File: src/rtl/maxpool_2x2_stream_pkg.sv
// Shared CNN definitions: default activation width, unsigned max helper and
// index-width helper used by the pooling stage and its line buffer.
package cnn_pkg;

  localparam int CNN_DATA_WIDTH = 20;
  localparam int UMAX_W         = 64;

  // Width of an index that must address n entries; never narrower than 1 bit.
  function automatic int idx_w(input int n);
    return (n <= 1) ? 1 : $clog2(n);
  endfunction

  function automatic logic [UMAX_W-1:0] umax(input logic [UMAX_W-1:0] a,
                                             input logic [UMAX_W-1:0] b);
    return (a >= b) ? a : b;
  endfunction

endpackage

File: src/rtl/maxpool_2x2_stream_if.sv
// Pixel-in / window-out stream bundle for the 2x2 max-pool stage.
interface maxpool_2x2_stream_if #(
  parameter int DATA_WIDTH = 20,
  parameter int ROW_W      = 4,
  parameter int COL_W      = 4
);
  // Handshake: in_valid qualifies in_data on every rising edge; there is no
  // ready, so the sink must take every single-cycle out_valid pulse.
  logic                  in_valid;
  logic [DATA_WIDTH-1:0] in_data;
  logic                  out_valid;
  logic [DATA_WIDTH-1:0] out_data;
  logic [ROW_W-1:0]      out_row;
  logic [COL_W-1:0]      out_col;
  logic                  frame_done;

  modport master (
    output in_valid, in_data,
    input  out_valid, out_data, out_row, out_col, frame_done
  );

  modport slave (
    input  in_valid, in_data,
    output out_valid, out_data, out_row, out_col, frame_done
  );
endinterface

File: src/rtl/pool_line_buffer.sv
// Half-width row store for partial 2x2 maxima: one write port, one
// asynchronous read port, storage left unreset.
module pool_line_buffer
  import cnn_pkg::*;
#(
  parameter int DEPTH = 14,
  parameter int WIDTH = 20
) (
  input  logic                     clk,
  input  logic                     we,
  input  logic [idx_w(DEPTH)-1:0]  waddr,
  input  logic [WIDTH-1:0]         wdata,
  input  logic [idx_w(DEPTH)-1:0]  raddr,
  output logic [WIDTH-1:0]         rdata
);

  logic [WIDTH-1:0] mem [DEPTH];

  always_ff @(posedge clk) begin
    if (we) begin
      mem[waddr] <= wdata;
    end
  end

  assign rdata = mem[raddr];

endmodule

File: src/rtl/maxpool_2x2_stream.sv
// Streaming 2x2 / stride-2 max pool over a raster-order single-channel feature
// map; even rows fold pairs into the line buffer, odd rows finish the windows.
module maxpool_2x2_stream
  import cnn_pkg::*;
#(
  parameter int DATA_WIDTH = CNN_DATA_WIDTH,
  parameter int IMG_WIDTH  = 28,
  parameter int IMG_HEIGHT = 28
) (
  input  logic                 clk,
  input  logic                 rst_n,
  maxpool_2x2_stream_if.slave  bus
);

  localparam int COLS_W   = idx_w(IMG_WIDTH);
  localparam int ROWS_W   = idx_w(IMG_HEIGHT);
  localparam int LB_DEPTH = IMG_WIDTH / 2;
  localparam int LB_AW    = idx_w(LB_DEPTH);
  localparam int ROW_W    = idx_w(IMG_HEIGHT / 2);
  localparam int COL_W    = idx_w(IMG_WIDTH / 2);

  if ((IMG_WIDTH % 2) != 0 || IMG_WIDTH < 2) begin : g_bad_width
    $error("maxpool_2x2_stream: IMG_WIDTH must be even and >= 2");
  end
  if ((IMG_HEIGHT % 2) != 0 || IMG_HEIGHT < 2) begin : g_bad_height
    $error("maxpool_2x2_stream: IMG_HEIGHT must be even and >= 2");
  end
  if (DATA_WIDTH < 1 || DATA_WIDTH > UMAX_W) begin : g_bad_data_width
    $error("maxpool_2x2_stream: DATA_WIDTH out of range");
  end

  function automatic logic [DATA_WIDTH-1:0] max_dw(input logic [DATA_WIDTH-1:0] a,
                                                   input logic [DATA_WIDTH-1:0] b);
    logic [UMAX_W-1:0] m;
    m = umax(UMAX_W'(a), UMAX_W'(b));
    return m[DATA_WIDTH-1:0];
  endfunction

  logic [COLS_W-1:0]     col_cnt;
  logic [ROWS_W-1:0]     row_cnt;
  logic [DATA_WIDTH-1:0] hold_reg;
  logic [DATA_WIDTH-1:0] pair_max;
  logic [DATA_WIDTH-1:0] col_max;
  logic [DATA_WIDTH-1:0] lb_rdata;
  logic [LB_AW-1:0]      lb_addr;
  logic                  lb_we;
  logic                  last_col;
  logic                  last_row;

  assign last_col = (col_cnt == COLS_W'(IMG_WIDTH - 1));
  assign last_row = (row_cnt == ROWS_W'(IMG_HEIGHT - 1));
  assign lb_addr  = LB_AW'(col_cnt >> 1);
  // Writes only on even rows and reads only on odd rows, so one shared address suffices.
  assign lb_we    = bus.in_valid & ~row_cnt[0] & col_cnt[0];
  assign pair_max = max_dw(hold_reg, bus.in_data);
  assign col_max  = max_dw(lb_rdata, bus.in_data);

  pool_line_buffer #(
    .DEPTH (LB_DEPTH),
    .WIDTH (DATA_WIDTH)
  ) u_line_buffer (
    .clk   (clk),
    .we    (lb_we),
    .waddr (lb_addr),
    .wdata (pair_max),
    .raddr (lb_addr),
    .rdata (lb_rdata)
  );

  always_ff @(posedge clk) begin
    if (!rst_n) begin
      col_cnt        <= '0;
      row_cnt        <= '0;
      hold_reg       <= '0;
      bus.out_valid  <= 1'b0;
      bus.out_data   <= '0;
      bus.out_row    <= '0;
      bus.out_col    <= '0;
      bus.frame_done <= 1'b0;
    end else begin
      bus.out_valid  <= 1'b0;
      bus.frame_done <= 1'b0;
      if (bus.in_valid) begin
        case ({row_cnt[0], col_cnt[0]})
          2'b00:   hold_reg <= bus.in_data;
          2'b10:   hold_reg <= col_max;
          2'b11: begin
            bus.out_data   <= pair_max;
            bus.out_row    <= ROW_W'(row_cnt >> 1);
            bus.out_col    <= COL_W'(col_cnt >> 1);
            bus.out_valid  <= 1'b1;
            bus.frame_done <= last_row & last_col;
          end
          default: ;
        endcase

        if (last_col) begin
          col_cnt <= '0;
          row_cnt <= last_row ? '0 : row_cnt + 1'b1;
        end else begin
          col_cnt <= col_cnt + 1'b1;
        end
      end
    end
  end

endmodule
File: src/flat_wrapper.sv
// flat-port wrapper written by rule: the top's interface ports become plain ports
module maxpool_2x2_stream_flat import cnn_pkg::*;
#(
  parameter int DATA_WIDTH = CNN_DATA_WIDTH,
  parameter int IMG_WIDTH  = 28,
  parameter int IMG_HEIGHT = 28
)
  (clk, rst_n, bus_in_valid, bus_in_data, bus_out_valid, bus_out_data, bus_out_row, bus_out_col, bus_frame_done);
  maxpool_2x2_stream_if #(.DATA_WIDTH(DATA_WIDTH)) bus_i ();
  input  logic clk;
  input  logic rst_n;
  input wire logic [$bits(bus_i.in_valid)-1:0] bus_in_valid;
  input wire logic [$bits(bus_i.in_data)-1:0] bus_in_data;
  output wire logic [$bits(bus_i.out_valid)-1:0] bus_out_valid;
  output wire logic [$bits(bus_i.out_data)-1:0] bus_out_data;
  output wire logic [$bits(bus_i.out_row)-1:0] bus_out_row;
  output wire logic [$bits(bus_i.out_col)-1:0] bus_out_col;
  output wire logic [$bits(bus_i.frame_done)-1:0] bus_frame_done;
  assign bus_i.in_valid = bus_in_valid;
  assign bus_i.in_data = bus_in_data;
  assign bus_out_valid = bus_i.out_valid;
  assign bus_out_data = bus_i.out_data;
  assign bus_out_row = bus_i.out_row;
  assign bus_out_col = bus_i.out_col;
  assign bus_frame_done = bus_i.frame_done;
  maxpool_2x2_stream #(.DATA_WIDTH(DATA_WIDTH), .IMG_WIDTH(IMG_WIDTH), .IMG_HEIGHT(IMG_HEIGHT)) u_core (.clk(clk), .rst_n(rst_n), .bus(bus_i));
endmodule
File: config.mk
export PLATFORM = sky130hd
export DESIGN_NAME = maxpool_2x2_stream_flat
export DESIGN_NICKNAME = d
export VERILOG_FILES = /design/src/rtl/maxpool_2x2_stream_pkg.sv /design/src/rtl/maxpool_2x2_stream_if.sv /design/src/rtl/pool_line_buffer.sv /design/src/rtl/maxpool_2x2_stream.sv /design/src/flat_wrapper.sv
export SDC_FILE = /design/constraint.sdc
export NUM_CORES = 1
export LEC_CHECK = 0
export ABC_CLOCK_PERIOD_IN_PS = 9200
export CAP_MARGIN = 20
export CORE_AREA = 3 3 219 157
export CTS_CLUSTER_SIZE = 16
export DETAILED_ROUTE_END_ITERATION = 8
export DIE_AREA = 0 0 222 160
export HOLD_SLACK_MARGIN = 0.15
export SYNTH_ARGS = -nofsm -noshare
export SYNTH_HDL_FRONTEND = slang
export SYNTH_HIERARCHICAL = 1
export SYNTH_SLANG_ARGS = --single-unit
File: constraint.sdc
create_clock -name clk -period 9.2 [get_ports clk]
set_clock_uncertainty 0.15 [all_clocks]
set_input_delay 1.38 -clock clk [delete_from_list [all_inputs] [get_ports clk]]
set_output_delay 1.38 -clock clk [all_outputs]
set_load 0.01 [all_outputs]
==> qor.txt <==
worst setup path class - register to register
clock sink total - 340
Die H - 160 um
die area - 0.0355 mm^2
NumNets Final - 1,050
Primary FF master, synth - edfxtp_1
clk buf depth - 3
WP data required - 9.45 ns
CTS tree - built
crit-path cells - buf_4, mux4_1, mux2i_1, a21oi_1, ha_1, nand2_1, nor3_1, a21oi_1, nor4b_1, o211ai_1, buf_4, o221a_1
Critical Path End Type - register
DRC violations left - 0
Reg clk slew, reported paths - 0.07 ns
number of H-tree levels - 2
hold buffers post-CTS - 0
Ant. Diodes - 0
RSZ-0062 raised after global routing - no
number of enable flip-flop cells after synthesis - 280
CTS buffer count - 34
synthesized area - 0.0145 mm^2
root buffer cell - clkbuf_16
max-slew violations - 0
most common cell in the netlist - edfxtp_1
GRT Total Usage - 0.215
sequential area share after synthesis - 0.663
CORE AREA - 0.0323 mm^2
# Post-CTS Setup Buffers - 0
Leak Pwr - 5.45 nW
FP Rows - 55
Cell Pwr Density - 200 mW/mm^2
fmax - 0.210 GHz
Fillers - 2,661
Area Growth Syn to Fin - 14.5%
worst hold-check path type - register to register
final hold viol count - 0
post-CTS sizing - 0
Syn Nets - 1,001
final-report setup violation count - 0
vias in the first global route - 8,467
max FFs per register - 280
fraction of layout cells with a size suffix above 1 - 0.151
Yosys top cell area share - 0.580
relative slew slack - 0.255
initial antenna violation count - 0
syn avg cell area - 15.5 um^2
Async SR Flop Fraction - 0
DRT antenna net count - 0
status - complete, no violations
setup TNS - 0 ns
count of cell types in the netlist - 45
first-pass GRT wire length - 56,900 um
max-cap violations - 0
crit-path max FO - 45
startpoint types - register
vias after detailed routing - 8,729
post-route total power - 3.31 mW
WL/cell - 26.6 um
delay-heaviest family, CP - compound AO/OA/AOI/OAI gates
Worst Max-Slew Pin Slew - 1.12 ns
Via density - 6.08
GPL Wtd Cong - 0.823
flops & latches, synth - 340
initial core utilization - 0.449
Yosys top cell by area - edfxtp_1
drt initial violations - 1,085
Area contributors post-synth - edfxtp_1 58%, dfxtp_1 8.3%, mux4_2 6.8%, ha_1 3.6%, mux4_1 2.9%
Syn Inst Count - 936
Max VDD drop - 0.120 mV
share of the clock period used by the worst path - 0.519
CP bufs+invs - 2
Clock Latency Late Sink - 0.52 ns
IO Count - 53
crit-path max cell delay - 0.89 ns
Worst path slowest cell - dfxtp_4
largest net degree at the start of global routing - 60
Synth top cells by count - 280 x edfxtp_1, 60 x dfxtp_1, 54 x nand2_1, 50 x o21ai_0, 44 x mux4_2
Port Buffers - 52
Routed WL - 38,100 um
gr ovfl total - 0
final worst path period need - 4.77 ns
dpl hpwl - 22,500 um
Die Wd - 222 um
CP arrival - 5.02 ns
Pre-antenna DRT Iters - 5
warning count from the yosys run - 6
cell usage in the layout (no fill, tap or decap), types with 10 or more instances in the layout:
cell / netlist / final
mux2i_1: 22 / 22
dfxtp_1: 60 / 57
ha_1: 42 / 42
nor2_4: 0 / 10
o21ai_0: 50 / 50
o221a_1: 20 / 20
clkbuf_16: 0 / 35
o22ai_1: 20 / 20
a21boi_0: 10 / 10
edfxtp_1: 280 / 280
mux2_2: 20 / 20
clkdlybuf4s50_1: 0 / 51
inv_1: 21 / 21
a31oi_1: 22 / 22
nor2_1: 37 / 26
nor3_1: 26 / 22
a21oi_1: 34 / 34
mux4_1: 16 / 16
nand2_1: 54 / 54
nor3b_1: 20 / 20
nand3_1: 29 / 29
buf_4: 2 / 17
mux4_2: 44 / 44
report_power, final:
part | internal, mW | total [mW] | leakage, nW | switching [mW]
Sequential | 1.71 | 1.72 | 3.02 | 0.0170
Combinational | 0.0857 | 0.231 | 1.91 | 0.145
Clock | 0.792 | 1.36 | 0.524 | 0.569
tightest hold or removal path, cell delays in order (launching register included):
cell      delay (ns)
dfxtp_1         0.31
nand2_1         0.05
a21boi_0        0.06
path summary, 6_finish.rpt:
check	startpoint	cells past startpoint	slack, ns	to
setup / recovery	u_core/col_cnt[1]	12	4.43	u_core/hold_reg[10]
hold / removal	u_core/bus.out_col[2]	2	0.32	u_core/bus.out_col[2]
setup reg to reg	u_core/col_cnt[1]	12	4.43	u_core/hold_reg[10]
hold reg to reg	u_core/bus.out_col[2]	2	0.32	u_core/bus.out_col[2]
layout make-up:
cell class	instances	area (um^2)	share of cell area
Clock buffer	45	923	0.0557
Clock inverter	15	150	0.00905
Inverter	21	78.8	0.00475
Multi-Input combinational cell	519	4640	0.280
Sequential cell	340	9620	0.580
Tap cell	427	534	0.0322
Timing Repair Buffer	69	643	0.0388
cell families after synthesis:
group | Yosys count | synth area share
flops | 340 | 0.663
buf+inv | 77 | 0.0252
mux | 102 | 0.128
compound gates | 172 | 0.0769
simple gates | 203 | 0.0703
fa+ha+maj | 42 | 0.0363
routing by layer:
metal  track usage  vias up  share of wire
met5        0.0148        -         0.0019
met4        0.0448        2          0.016
met3        0.0502       50          0.084
met2         0.302      354           0.42
met1         0.340     4508           0.48
li1              -     3815              -
stage by stage:
stage	hold WS, ns	area, um^2	util	std cells	setup WS [ns]
after floorplan	0.314	14500	-	936	4.84
after global placement	0.304	15500	0.481	1375	3.98
after detailed placement	0.315	15500	0.481	1375	3.94
after CTS	0.323	16600	0.514	1435	3.91
after global routing	0.347	16600	0.514	1436	4.09
final	0.319	16600	0.514	1436	4.43
(Power assumes the default switching activity.)
==> patch (same flow settings) <==
Make the reset (`rst_n`) asynchronous in one clocked block.
--- a/src/rtl/maxpool_2x2_stream.sv
+++ b/src/rtl/maxpool_2x2_stream.sv
@@ -67,7 +67,7 @@
     .rdata (lb_rdata)
   );
 
-  always_ff @(posedge clk) begin
+  always_ff @(posedge clk or negedge rst_n) begin
     if (!rst_n) begin
       col_cnt        <= '0;
       row_cnt        <= '0;
Behaviour: same outputs for any inputs over 10 cycles, from zero or initial values and one cycle with rst_n low; that may be too few to reach the edited logic, so the function may still have changed.
==> patch against the unedited design <==
- global-route usage down 2.3 points
- routed wire length down 11%
- critical path depth up 1
- hold slack better by 0.038 ns
- first-iteration DRC count down 25%
- area after synthesis down 0.10%
- largest cell class unchanged
- core utilization about the same
- setup slack worse by 0.26 ns
- cell area about the same
- sequential cell count unchanged
- synthesized cell count down 6.1%
Power is not compared: it rests on default switching activity, and its combinational part moved more than twofold at a synthesized area within 25%.
==> patch: results (changes against the unedited design) <==
Syn nets -> 944 (was 1001)
Max H-tree Level -> 2 (unchanged)
Buffers added on ports -> 52 (unchanged)
Via count -> 8138 (was 8729)
Yosys warning total -> 6 (unchanged)
Worst-margin pin slew -> 1.133 ns (was 1.117 ns)
VDD IR-drop max -> 0.1301 mV
All-Layer GR Usage -> 0.1926 (was 0.2152)
Num CTS Buffers -> 35 (was 34)
Top cells by area, synth -> edfxtp_1 (58%), dfrtp_1 (10%), mux4_2 (6.8%) (was edfxtp_1 (58%), dfxtp_1 (8.3%), mux4_2 (6.8%))
Sequential share of the synthesized area -> 0.6846 (was 0.6632)
Leak -> 5.936 nW
Sw Ratio -> 0.3396
R2R Setup Slk -> 4.17 ns (was 4.43 ns)
Antenna violations before repair -> 0 (unchanged)
Clock Root Buffer -> clkbuf_16 (unchanged)
Reg clk slew, reported paths -> 0.06 ns
Worst-path maximum fanout -> 29 (was 45)
Nets -> 1005 (was 1050)
Drt initial violations -> 817 (was 1085)
Hold depth -> 1 (was 2)
CP max stage cell -> a221oi_4 (was dfxtp_4)
Crit-path max cell delay -> 0.77 ns (was 0.89 ns)
Largest delay share family, worst path -> compound AO/OA/AOI/OAI gates (unchanged)
Remaining antenna violation count -> 0 (unchanged)
Share of the synthesized area in the top cell type -> 0.5809 (was 0.5803)
R2R Path Start -> u_core/col_cnt[4]$_DFFE_PN0P_ (was u_core/col_cnt[1]$_SDFFE_PN0P_)
Clk buf depth -> 3 (unchanged)
Async SR Flop Fraction -> 0.1765 (was 0)
Final HPWL DP -> 20090 um (was 22460 um)
Crit Path Category -> flip-flop to flip-flop (unchanged)
Beginning of the worst hold path -> u_core/bus.out_row[1]$_DFFE_PN0P_ (was u_core/bus.out_col[2]$_SDFFE_PN0P_)
Unique masters post-synth -> 44 (was 45)
First-pass GRT wire length -> 51260 um (was 56860 um)
Final count of hold timing violations -> 0 (unchanged)
List of most frequent post-synthesis cells -> edfxtp_1 (280), dfrtp_1 (60), nor2_1 (58), a21oi_1 (50), mux4_2 (44) (was edfxtp_1 (280), dfxtp_1 (60), nand2_1 (54), o21ai_0 (50), mux4_2 (44))
Worst-Skew Late Latency -> 0.52 ns (about the same)
Post_cts resized -> 0 (unchanged)
Largest net degree at the start of global routing -> 61 (was 60)
Largest register FFs -> 280 (unchanged)
Final wirelength -> 34060 um (was 38130 um)
R2R depth -> 13 (was 12)
Worst R2R End -> u_core/hold_reg[1]$_DFFE_PN0P_ (was u_core/hold_reg[10]$_SDFFE_PN0P_)
Post-synth EDFFs -> 280 (unchanged)
# fillers -> 2632 (was 2661)
Routability cong. -> 0.8086 (was 0.8231)
Vias in the first global route -> 7951 (was 8467)
Crit path DAT -> 5.25 ns (was 5.02 ns)
Post-CTS setup buffer count -> 0 (unchanged)
Drt pass-1 iters -> 5 (unchanged)
Share of cells above drive strength 1 -> 0.1668 (was 0.1506)
Status -> complete, no violations (unchanged)
Hold Crit Class -> flip-flop to flip-flop (unchanged)
Worst Hold End -> u_core/bus.out_row[1]$_DFFE_PN0P_ (was u_core/bus.out_col[2]$_SDFFE_PN0P_)
-- patch: changes by cell type after synthesis, moves of 13 or more --
cell,before,now
a21oi_1,34,50
dfrtp_1,0,60
dfxtp_1,60,0
mux2i_1,22,40
nand2_1,54,36
nor2_1,37,58
nor3_1,26,9
nor3b_1,20,0
o21ai_0,50,14
o21ai_1,1,14
o221a_1,20,0
-- patch: metrics by stage --
stage	area [um2]	instances	utilization	hold WS [ns]	setup WS, ns
2_1_floorplan	14470	879	-	0.3192	4.950
3_3_place_gp	15510	1330	0.4807	0.3409	4.269
3_5_place_dp	15510	1330	0.4807	0.3477	4.192
4_1_cts	16590	1392	0.5141	0.3612	4.177
5_1_grt	16590	1392	0.5141	0.3812	3.975
6_report	16600	1393	0.5142	0.3562	4.167
-- patch: cell families after synthesis --
kind of cell	count (synthesis)	share of synthesized area
buf+inv	69	0.02334
flops	340	0.6846
fa+ha+maj	42	0.03631
mux	131	0.1493
simple gates	155	0.04858
compound gates	142	0.05783
-- patch: final cells by class --
cell class,instances,area share
clock buffers,42,0.05564
well taps,427,0.03219
inverters,24,0.005428
diodes,1,0.0001508
multi-input cells,470,0.2611
flip-flops and latches,340,0.5974
clock inverters,20,0.009349
repair buffers,69,0.03875
-- patch: layer usage --
metal	wire length (um)	GRT usage
met5	0	0
met4	518	0.04069
met3	2276	0.03693
met2	14750	0.2791
met1	16510	0.3041
-- patch: power groups by stage --
stage | logic [W] | clock network, W | registers (W)
floorplan | 0.00120 | 0 | 0.00218
global placement | 0.00182 | 0 | 0.00219
detailed placement | 0.00184 | 0 | 0.00219
finish | 0.00184 | 0.00135 | 0.00216
global route | 0.00202 | 0.00146 | 0.00218
CTS | 0.00185 | 0.00139 | 0.00216
